===== config.mk =====
export PLATFORM = sky130hd
export DESIGN_NAME = display_scan_ctrl
export DESIGN_NICKNAME = d
export VERILOG_FILES = /design/src/rtl/display_scan_ctrl_pkg.sv /design/src/rtl/display_scan_ctrl_refresh_prescaler.sv /design/src/rtl/display_scan_ctrl.sv
export SDC_FILE = /design/constraint.sdc
export NUM_CORES = 1
export LEC_CHECK = 0
export ABC_CLOCK_PERIOD_IN_PS = 2840
export CAP_MARGIN = 5
export CORE_ASPECT_RATIO = 0.75
export CORE_UTILIZATION = 48
export DETAILED_ROUTE_END_ITERATION = 10
export GPL_TIMING_DRIVEN = 0
export PLACE_DENSITY = 0.72
export REMOVE_ABC_BUFFERS = 1
export SLEW_MARGIN = 25
export SYNTH_ARGS = -nofsm -noshare
export SYNTH_HDL_FRONTEND = slang
export SYNTH_SLANG_ARGS = --single-unit

===== constraint.sdc =====
create_clock -name clk -period 2.84 [get_ports clk]
set_input_delay 0.426 -clock clk [delete_from_list [all_inputs] [get_ports clk]]
set_output_delay 0.426 -clock clk [all_outputs]
set_load 0.02 [all_outputs]

===== src/rtl/display_scan_ctrl_pkg.sv =====
// display_scan_ctrl_pkg: scan FSM state encoding and the blank BCD code shared by the scan controller
package display_scan_ctrl_pkg;
  typedef enum logic {ST_GUARD, ST_SHOW} state_t;
  localparam logic [3:0] BLANK = 4'hF;
endpackage


===== src/rtl/display_scan_ctrl_refresh_prescaler.sv =====
// refresh_prescaler: per-digit slot counter (i_en gates counting) emitting o_slot_wrap and o_guard_done strobes
module refresh_prescaler
  import display_scan_ctrl_pkg::*;
#(
  parameter int REFRESH_DIV = 50000,
  parameter int GUARD = 500
) (
  input  logic clk,
  input  logic rst_n,
  input  logic i_en,
  output logic o_slot_wrap,
  output logic o_guard_done
);
  localparam int CW = $clog2(REFRESH_DIV);
  logic [CW-1:0] r_cnt;
  assign o_slot_wrap = i_en && r_cnt == CW'(REFRESH_DIV - 1);
  assign o_guard_done = i_en && r_cnt == CW'(GUARD - 1);
  always_ff @(posedge clk) begin
    if (!rst_n) r_cnt <= '0;
    else if (o_slot_wrap) r_cnt <= '0;
    else if (i_en) r_cnt <= r_cnt + 1'b1;
  end
endmodule


===== src/rtl/display_scan_ctrl.sv =====
// display_scan_ctrl: multiplexed 7-segment scanner with guard band, per-frame snapshot and leading-zero suppression
module display_scan_ctrl
  import display_scan_ctrl_pkg::*;
#(
  parameter int DIGITS = 4,
  parameter int REFRESH_DIV = 50000,
  parameter int GUARD = 500
) (
  input  logic                       clk,
  input  logic                       rst_n,
  input  logic                       en,
  input  logic                       lz_en,
  input  logic [4*DIGITS-1:0]        digits_in,
  input  logic [DIGITS-1:0]          dp_mask,
  output logic [3:0]                 bcd_out,
  output logic [DIGITS-1:0]          an_n,
  output logic                       dp_out,
  output logic [$clog2(DIGITS)-1:0]  digit_idx,
  output logic                       frame_tick
);
  localparam int IW = $clog2(DIGITS);
  state_t r_state, w_state_next;
  logic [4*DIGITS-1:0] r_snap_d, w_snap_d;
  logic [DIGITS-1:0] r_snap_dp, w_snap_dp, w_blank, w_an;
  logic [IW-1:0] w_idx_next;
  logic r_fresh, r_lz, w_lz, w_run, w_take, w_last, w_slot_wrap, w_guard_done;
  refresh_prescaler #(.REFRESH_DIV(REFRESH_DIV), .GUARD(GUARD)) u_prescaler (
    .clk(clk),
    .rst_n(rst_n),
    .i_en(en),
    .o_slot_wrap(w_slot_wrap),
    .o_guard_done(w_guard_done)
  );
  always_comb begin
    w_last = digit_idx == IW'(DIGITS - 1);
    w_take = en && (r_fresh || (w_slot_wrap && w_last));
    w_snap_d = w_take ? digits_in : r_snap_d;
    w_snap_dp = w_take ? dp_mask : r_snap_dp;
    w_idx_next = w_slot_wrap ? (w_last ? '0 : digit_idx + 1'b1) : digit_idx;
    w_state_next = w_guard_done ? ST_SHOW : w_slot_wrap ? ST_GUARD : r_state;
    w_lz = r_state == ST_GUARD ? lz_en : r_lz;
    w_run = 1'b1;
    w_blank = '0;
    for (int i = DIGITS - 1; i > 0; i--) begin
      w_run = w_run && w_snap_d[4*i +: 4] == 4'd0 && !w_snap_dp[i];
      w_blank[i] = w_lz && w_run;
    end
    w_an = '1;
    w_an[w_idx_next] = !(en && w_state_next == ST_SHOW && !w_blank[w_idx_next]);
  end
  always_ff @(posedge clk) begin
    if (!rst_n) begin
      r_state <= ST_GUARD;
      r_snap_d <= '0;
      r_snap_dp <= '0;
      r_fresh <= 1'b1;
      r_lz <= 1'b0;
      digit_idx <= '0;
      an_n <= '1;
      bcd_out <= '0;
      dp_out <= 1'b0;
      frame_tick <= 1'b0;
    end else begin
      r_state <= w_state_next;
      an_n <= w_an;
      frame_tick <= w_slot_wrap && w_last;
      if (en) begin
        r_fresh <= 1'b0;
        r_snap_d <= w_snap_d;
        r_snap_dp <= w_snap_dp;
        digit_idx <= w_idx_next;
        bcd_out <= w_snap_d[4*w_idx_next +: 4];
        dp_out <= w_snap_dp[w_idx_next];
        if (r_state == ST_GUARD) r_lz <= lz_en;
      end
    end
  end
endmodule


## Word level (Yosys, flattened, before mapping)

Cells that the tools add are included.

| cells by class | value |
|---|---|
| shift operators | 1 |
| bitwise logic cells | 3 |
| eq/ne operators | 3 |
| add/subtract/negate cells | 2 |
| magnitude comparators | 2 |
| multiplexer cells | 13 |
| reduce and logical (&&, ||, !) cells | 25 |

Operator list:

| operator | count |
|---|---|
| $add A16 B1 Y16 const B | 1 |
| $eq A16 B16 Y1 const B | 1 |
| $eq A16 B9 Y1 const B | 1 |
| $mux W16 | 1 |
| $shiftx A16 B5 Y4 | 1 |
| $logic_and A1 B1 Y1 | 15 |
| $logic_not A4 Y1 | 3 |
| $mux W1 | 6 |
| $logic_not A1 Y1 | 5 |
| $bmux W1 S2 | 2 |
| $mux W2 | 2 |
| $mux W4 | 1 |
| $not A4 Y4 | 1 |
| $or A4 B4 Y4 | 1 |
| $lt A2 B3 Y1 const B | 1 |
| $add A2 B1 Y2 const B | 1 |
| $demux W1 S2 | 1 |
| $eq A2 B2 Y1 const B | 1 |
| $ge A2 B1 Y1 const B | 1 |
| $reduce_or A2 Y1 | 1 |
| $logic_or A1 B1 Y1 | 1 |
| $not A1 Y1 | 1 |

| storage, ports and cells | value |
|---|---|
| bits in registers | 51 |
| bits of input ports | 24 |
| word-level logic and storage cells | 60 |
| output and inout bits | 12 |

## Depth between registers and ports, before layout

| logic depth | value |
|---|---|
| word-level depth | 19 |
| gate-level depth with buffers | 9 |

## Modules after synthesis

Synthesis repeated with hierarchy kept, for this count alone.

| unflattened totals | value |
|---|---|
| cells, all modules | 249 |
| area, all modules | 2533.7 µm² |

Modules (own cells, without submodules):

| module | cells an instance | sequential area each (µm²) | area each (µm²) | instances |
|---|---|---|---|---|
| display_scan_ctrl | 162 | 700.7 | 1742.9 | 1 |
| refresh_prescaler | 87 | 320.3 | 790.8 | 1 |

## Least setup slack after synthesis

OpenSTA, ideal clock, no wires.

| timing | value |
|---|---|
| path kind | flip-flop to flip-flop |
| start | register u_prescaler.r_cnt[11] |
| end | register bcd_out[0] |
| path buffers | 1 |
| period minus slack after synthesis | 2.695 ns |
| cell stages (with the launch flop) | 8 |
| path slack | 0.145 ns |
| data arrival time | 2.577 ns |
| required time | 2.721 ns |
| cells stage by stage | dfxtp_1 or4_4 nor4_4 mux2i_2 buf_2 mux2i_1 o22ai_1 o221a_1 |

| between the ends | value |
|---|---|
| word-level cells in the longest chain between the ends | 7 |
| elaborated cells between the ends (all ways) | 8 |
| those cells by class | 1 x eq/ne; 1 x shift; 2 x mux; 4 x reduce/logical |

RTL lines:

| item | RTL line | text |
|---|---|---|
| start, declared | display_scan_ctrl_refresh_prescaler.sv:15 | `logic [CW-1:0] r_cnt;` |
| start signal, assigned | display_scan_ctrl_refresh_prescaler.sv:21 | `else if (i_en) r_cnt <= r_cnt + 1'b1;` |
| $eq A16 B16 Y1 * | display_scan_ctrl_refresh_prescaler.sv:16 | `assign o_slot_wrap = i_en && r_cnt == CW'(REFRESH_DIV - 1);` |
| $logic_and A1 B1 Y1 * | display_scan_ctrl_refresh_prescaler.sv:16 |  |
| $logic_and A1 B1 Y1 | display_scan_ctrl.sv:36 | `w_take = en && (r_fresh \|\| (w_slot_wrap && w_last));` |
| $logic_or A1 B1 Y1 | display_scan_ctrl.sv:36 |  |
| $logic_and A1 B1 Y1 | display_scan_ctrl.sv:36 |  |
| $mux W16 | display_scan_ctrl.sv:37 | `w_snap_d = w_take ? digits_in : r_snap_d;` |
| $shiftx A16 B5 Y4 * | display_scan_ctrl.sv:72 | `bcd_out <= w_snap_d[4*w_idx_next +: 4];` |
| end signal, assigned | display_scan_ctrl.sv:72 |  |
| end, declared | display_scan_ctrl.sv:15 | `output logic [3:0] bcd_out,` |

Mark *: on every way between the ends. The rest lies on a longest branch, timed or not.
A chain may end at the register's enable or synchronous reset.

## Final worst setup path

| timing | value |
|---|---|
| start | register u_prescaler.r_cnt[5] |
| end | register dp_out |

| between the ends | value |
|---|---|
| word-level cells in the longest chain between the ends | 8 |
| elaborated cells between the ends (all ways) | 9 |
| those cells by class | 1 x eq/ne; 4 x mux; 4 x reduce/logical |

RTL lines:

| item | RTL line | text |
|---|---|---|
| $eq A16 B16 Y1 * | display_scan_ctrl_refresh_prescaler.sv:16 |  |
| $logic_and A1 B1 Y1 * | display_scan_ctrl_refresh_prescaler.sv:16 |  |
| $logic_and A1 B1 Y1 | display_scan_ctrl.sv:36 |  |
| $logic_or A1 B1 Y1 | display_scan_ctrl.sv:36 |  |
| $logic_and A1 B1 Y1 | display_scan_ctrl.sv:36 |  |
| $mux W4 | display_scan_ctrl.sv:38 | `w_snap_dp = w_take ? dp_mask : r_snap_dp;` |
| $bmux W1 S2 * | display_scan_ctrl.sv:73 | `dp_out <= w_snap_dp[w_idx_next];` |
| $mux W1 (not written as such) * | display_scan_ctrl.sv:73 |  |
| end signal, assigned | display_scan_ctrl.sv:73 |  |
| end, declared | display_scan_ctrl.sv:17 | `output logic dp_out,` |

Mark *: on every way between the ends. The rest lies on a longest branch, timed or not. The select of a mux whose other input is x is not followed.

==> flow_metrics.env <==
export IMPL_tightest_slew_ns=0.971
export IMPL_ys_flop_type="dfxtp_1"
export IMPL_cts_tree="done"
export IMPL_port_buffer_count=35
export IMPL_post_route_min_period_ns=2.63
export IMPL_worstReg2RegStart="u_prescaler.r_cnt[5]"
export IMPL_io_pins=36
export IMPL_rows=21
export IMPL_final_net_count=321
export IMPL_overflow=0
export IMPL_crit_required_ns=3.02
export IMPL_postCtsHoldBufs=0
export IMPL_irDropWorstVdd_mv=0.252
export IMPL_ant_nets=0
export IMPL_ys_seq_area_share_pct=42.7
export IMPL_numClockSinks=51
export IMPL_critPathKind="flip-flop to flip-flop"
export IMPL_place_area_um2=2770
export IMPL_critPathMaxFanout=11
export IMPL_setup_violations=0
export IMPL_synth_area_um2=2390
export IMPL_cts_buffers_inserted=5
export IMPL_final_instance_count_excl_fill=352
export IMPL_fin_skew_ns=0.00577
export IMPL_yosysWarnings=0
export IMPL_grt_max_degree=33
export IMPL_synth_edff_count=0
export IMPL_r2r_slack_ns=0.21
export IMPL_drc_errors=0
export IMPL_clk_pin_slew_ns=0.08
export IMPL_routed_wirelength_mm=5.07
export IMPL_worstRegToRegCells=8
export IMPL_final_area_um2=2950
export IMPL_grt_pass1_vias=1730
export IMPL_grt_met3_usage_pct=5.24
export IMPL_vias_per_cell=5.58
export IMPL_cts_htree_levels=2
export IMPL_grt_antenna_before_repair=0
export IMPL_hpwl_mm=3.52
export IMPL_r2r_end="dp_out"
export IMPL_cp_arrival_ns=2.81
export IMPL_initial_core_util_pct=51.7
export IMPL_status="finished, final reports clean"
export IMPL_end_kind="flip-flop"
export IMPL_synth_cells=258
export IMPL_critPathLaunch="u_prescaler.r_cnt[5]"
export IMPL_postSynthAreaPerCell_um2=9.26
export IMPL_ys_ff_latch=51
export IMPL_wire_per_inst_um=14.4
export IMPL_max_cap_violations=0
export IMPL_start_kind="flip-flop"
export IMPL_synthArstFlopShare_pct=0
export IMPL_leakage_nw=1.14
export IMPL_max_freq_mhz=380
export IMPL_place_gp_congestion=0.774
export IMPL_met1_usage_pct=31.2
export IMPL_vias=1963
export IMPL_hold_class="flip-flop to flip-flop"
export IMPL_finalCritPeriodShare_pct=92.7
export IMPL_cts_root_buf="clkbuf_8"
export IMPL_grt_usage_pct=20.1
export IMPL_clkLatencyLatePin_ns=0.29
export IMPL_die_area_um2=5270
export IMPL_dr_pass1_iters=5
export IMPL_dieWidth_um=83.5
export IMPL_grt_busiest_layer="met1"
export IMPL_power_density_nw_per_um2=478
export IMPL_rsz0062_at_grt="false"
export IMPL_design_core_area_um2=4620
export IMPL_endpoint="dp_out"
export IMPL_place_inst=338
export IMPL_drive_above_1_share_pct=8.47
export IMPL_syn_to_final_growth_pct=23.6
export IMPL_slew_violations=0
export IMPL_grtUsageMet2_pct=27.5
export IMPL_fillers=402
export IMPL_diodes=0
export IMPL_cts_buffer_depth=2
export IMPL_timing_slew_headroom_pct=35.1
export IMPL_drt_iter0_drc=105
export IMPL_die_y_um=63.1
export IMPL_grt_pass1_wl_mm=8.48
export IMPL_final_hold_violation_count=0
export IMPL_yosysUniqueCellTypes=47
-- critical path, cell delays in order, from the launching register on --
cell and delay (ns):
dfxtp_1 0.34, or4bb_1 0.59, nor4_4 0.29, buf_4 0.19, mux2i_4 0.26, buf_4 0.25
mux2_2 0.36, a2bb2oi_1 0.13, a31oi_1 0.09
-- Yosys cell counts (2+ instances only) --
library cell,count,area [um2]
mux2i_1,22,220
dfxtp_1,51,1020
a31oi_1,2,12.5
and4_1,2,17.5
o221ai_1,4,35.0
a21boi_1,10,75.1
buf_2,3,15.0
a21boi_0,4,30.0
inv_1,4,15.0
o21ai_0,5,25.0
o221a_1,4,45.0
ha_1,2,25.0
xor2_1,10,87.6
o21a_1,2,15.0
and3_1,3,18.8
nand4_1,6,37.5
nand2_1,36,135
nor2b_1,9,56.3
o22ai_1,4,25.0
nand3_1,6,30.0
xnor2_1,4,35.0
or4_1,6,45.0
nor2_1,25,93.8
mux2_2,3,33.8
or3_1,3,18.8
clkbuf_1,7,26.3
-- cells by family after synthesis --
group,count (synthesis),synth area share (%)
buffers and inverters,16,2.83
multiplexers,26,11.2
flip-flops,51,42.7
XOR/XNOR,14,5.13
AND/OR/NAND/NOR,106,22.9
adder cells (fa/ha/maj),2,1.05
AO/OA/AOI/OAI,43,14.1
-- sequential cells by signal, summed over array words and instances (netlist names), 2 cells and up --
signal	flops
r_snap_d	16
r_snap_dp	4
bcd_out	4
digit_idx	2
u_prescaler.r_cnt	16
an_n	4
-- per-stage QoR --
step | setup TNS [ns] | hold slack (ns) | total power [mW] | util [%] | setup slack [ns]
finish | 0 | 0.452 | 1.41 | 63.9 | 0.207
global route | 0 | 0.467 | 1.47 | 63.9 | 0.0712
CTS | 0 | 0.456 | 1.42 | 63.3 | 0.0664
detailed placement | -16.07 | 0.443 | 0.939 | 59.9 | -1.09
global placement | -19.68 | 0.435 | 0.937 | 59.6 | -1.31
floorplan | -0.461 | 0.427 | 0.860 | - | -0.161
-- routing by layer --
metal / wire length (um) / share of wire [%]
met5: 0 / 0
met4: 22 / 0.43
met3: 399 / 7.9
met2: 2110 / 42
met1: 2530 / 50
-- worst min path at each step --
stage,start,endpoint,slack (ns),depth (start not counted)
5_1_grt,r_snap_d[3],r_snap_d[3],0.47,2
3_3_place_gp,r_snap_dp[0],r_snap_dp[0],0.44,2
3_5_place_dp,r_snap_d[3],r_snap_d[3],0.44,2
2_1_floorplan,r_snap_dp[0],r_snap_dp[0],0.43,2
6_report,r_snap_d[3],r_snap_d[3],0.45,2
4_1_cts,r_snap_d[3],r_snap_d[3],0.46,2
-- cell usage in the layout (no fill, tap or decap), types with 6 or more instances in the layout --
cell type / instances
nand3_1: 6
nand2_1: 36
dfxtp_1: 51
or4_1: 6
clkdlybuf4s50_1: 34
nand4_1: 6
nor2b_1: 9
mux2i_1: 21
a21boi_1: 10
xor2_1: 10
nor2_1: 25
-- final cells by class --
type / count / area [um2] / area share (%)
Clock buffer: 6 / 72.6 / 2.46
Clock inverter: 1 / 30.0 / 1.02
Inverter: 4 / 15.0 / 0.508
Multi-Input combinational cell: 192 / 1330 / 45.2
Sequential cell: 51 / 1020 / 34.6
Tap cell: 57 / 71.3 / 2.42
Timing Repair Buffer: 41 / 409 / 13.9
-- report_power, final --
part	switching (mW)	internal, mW	total (mW)	leakage (nW)
registers	0.0158	0.741	0.756	0.416
logic	0.0854	0.0886	0.174	0.670
clock network	0.223	0.258	0.482	0.0513
total	0.324	1.09	1.41	1.14
-- repair_timing --
item / 4_1_cts / 5_1_grt
endpoints found under the setup margin: 19 / 7
resized for setup: 5 / 1
setup buffers: 4 / 2
cloned: 1 / 0
pin swaps: 2 / 1
(Power assumes the default switching activity.)
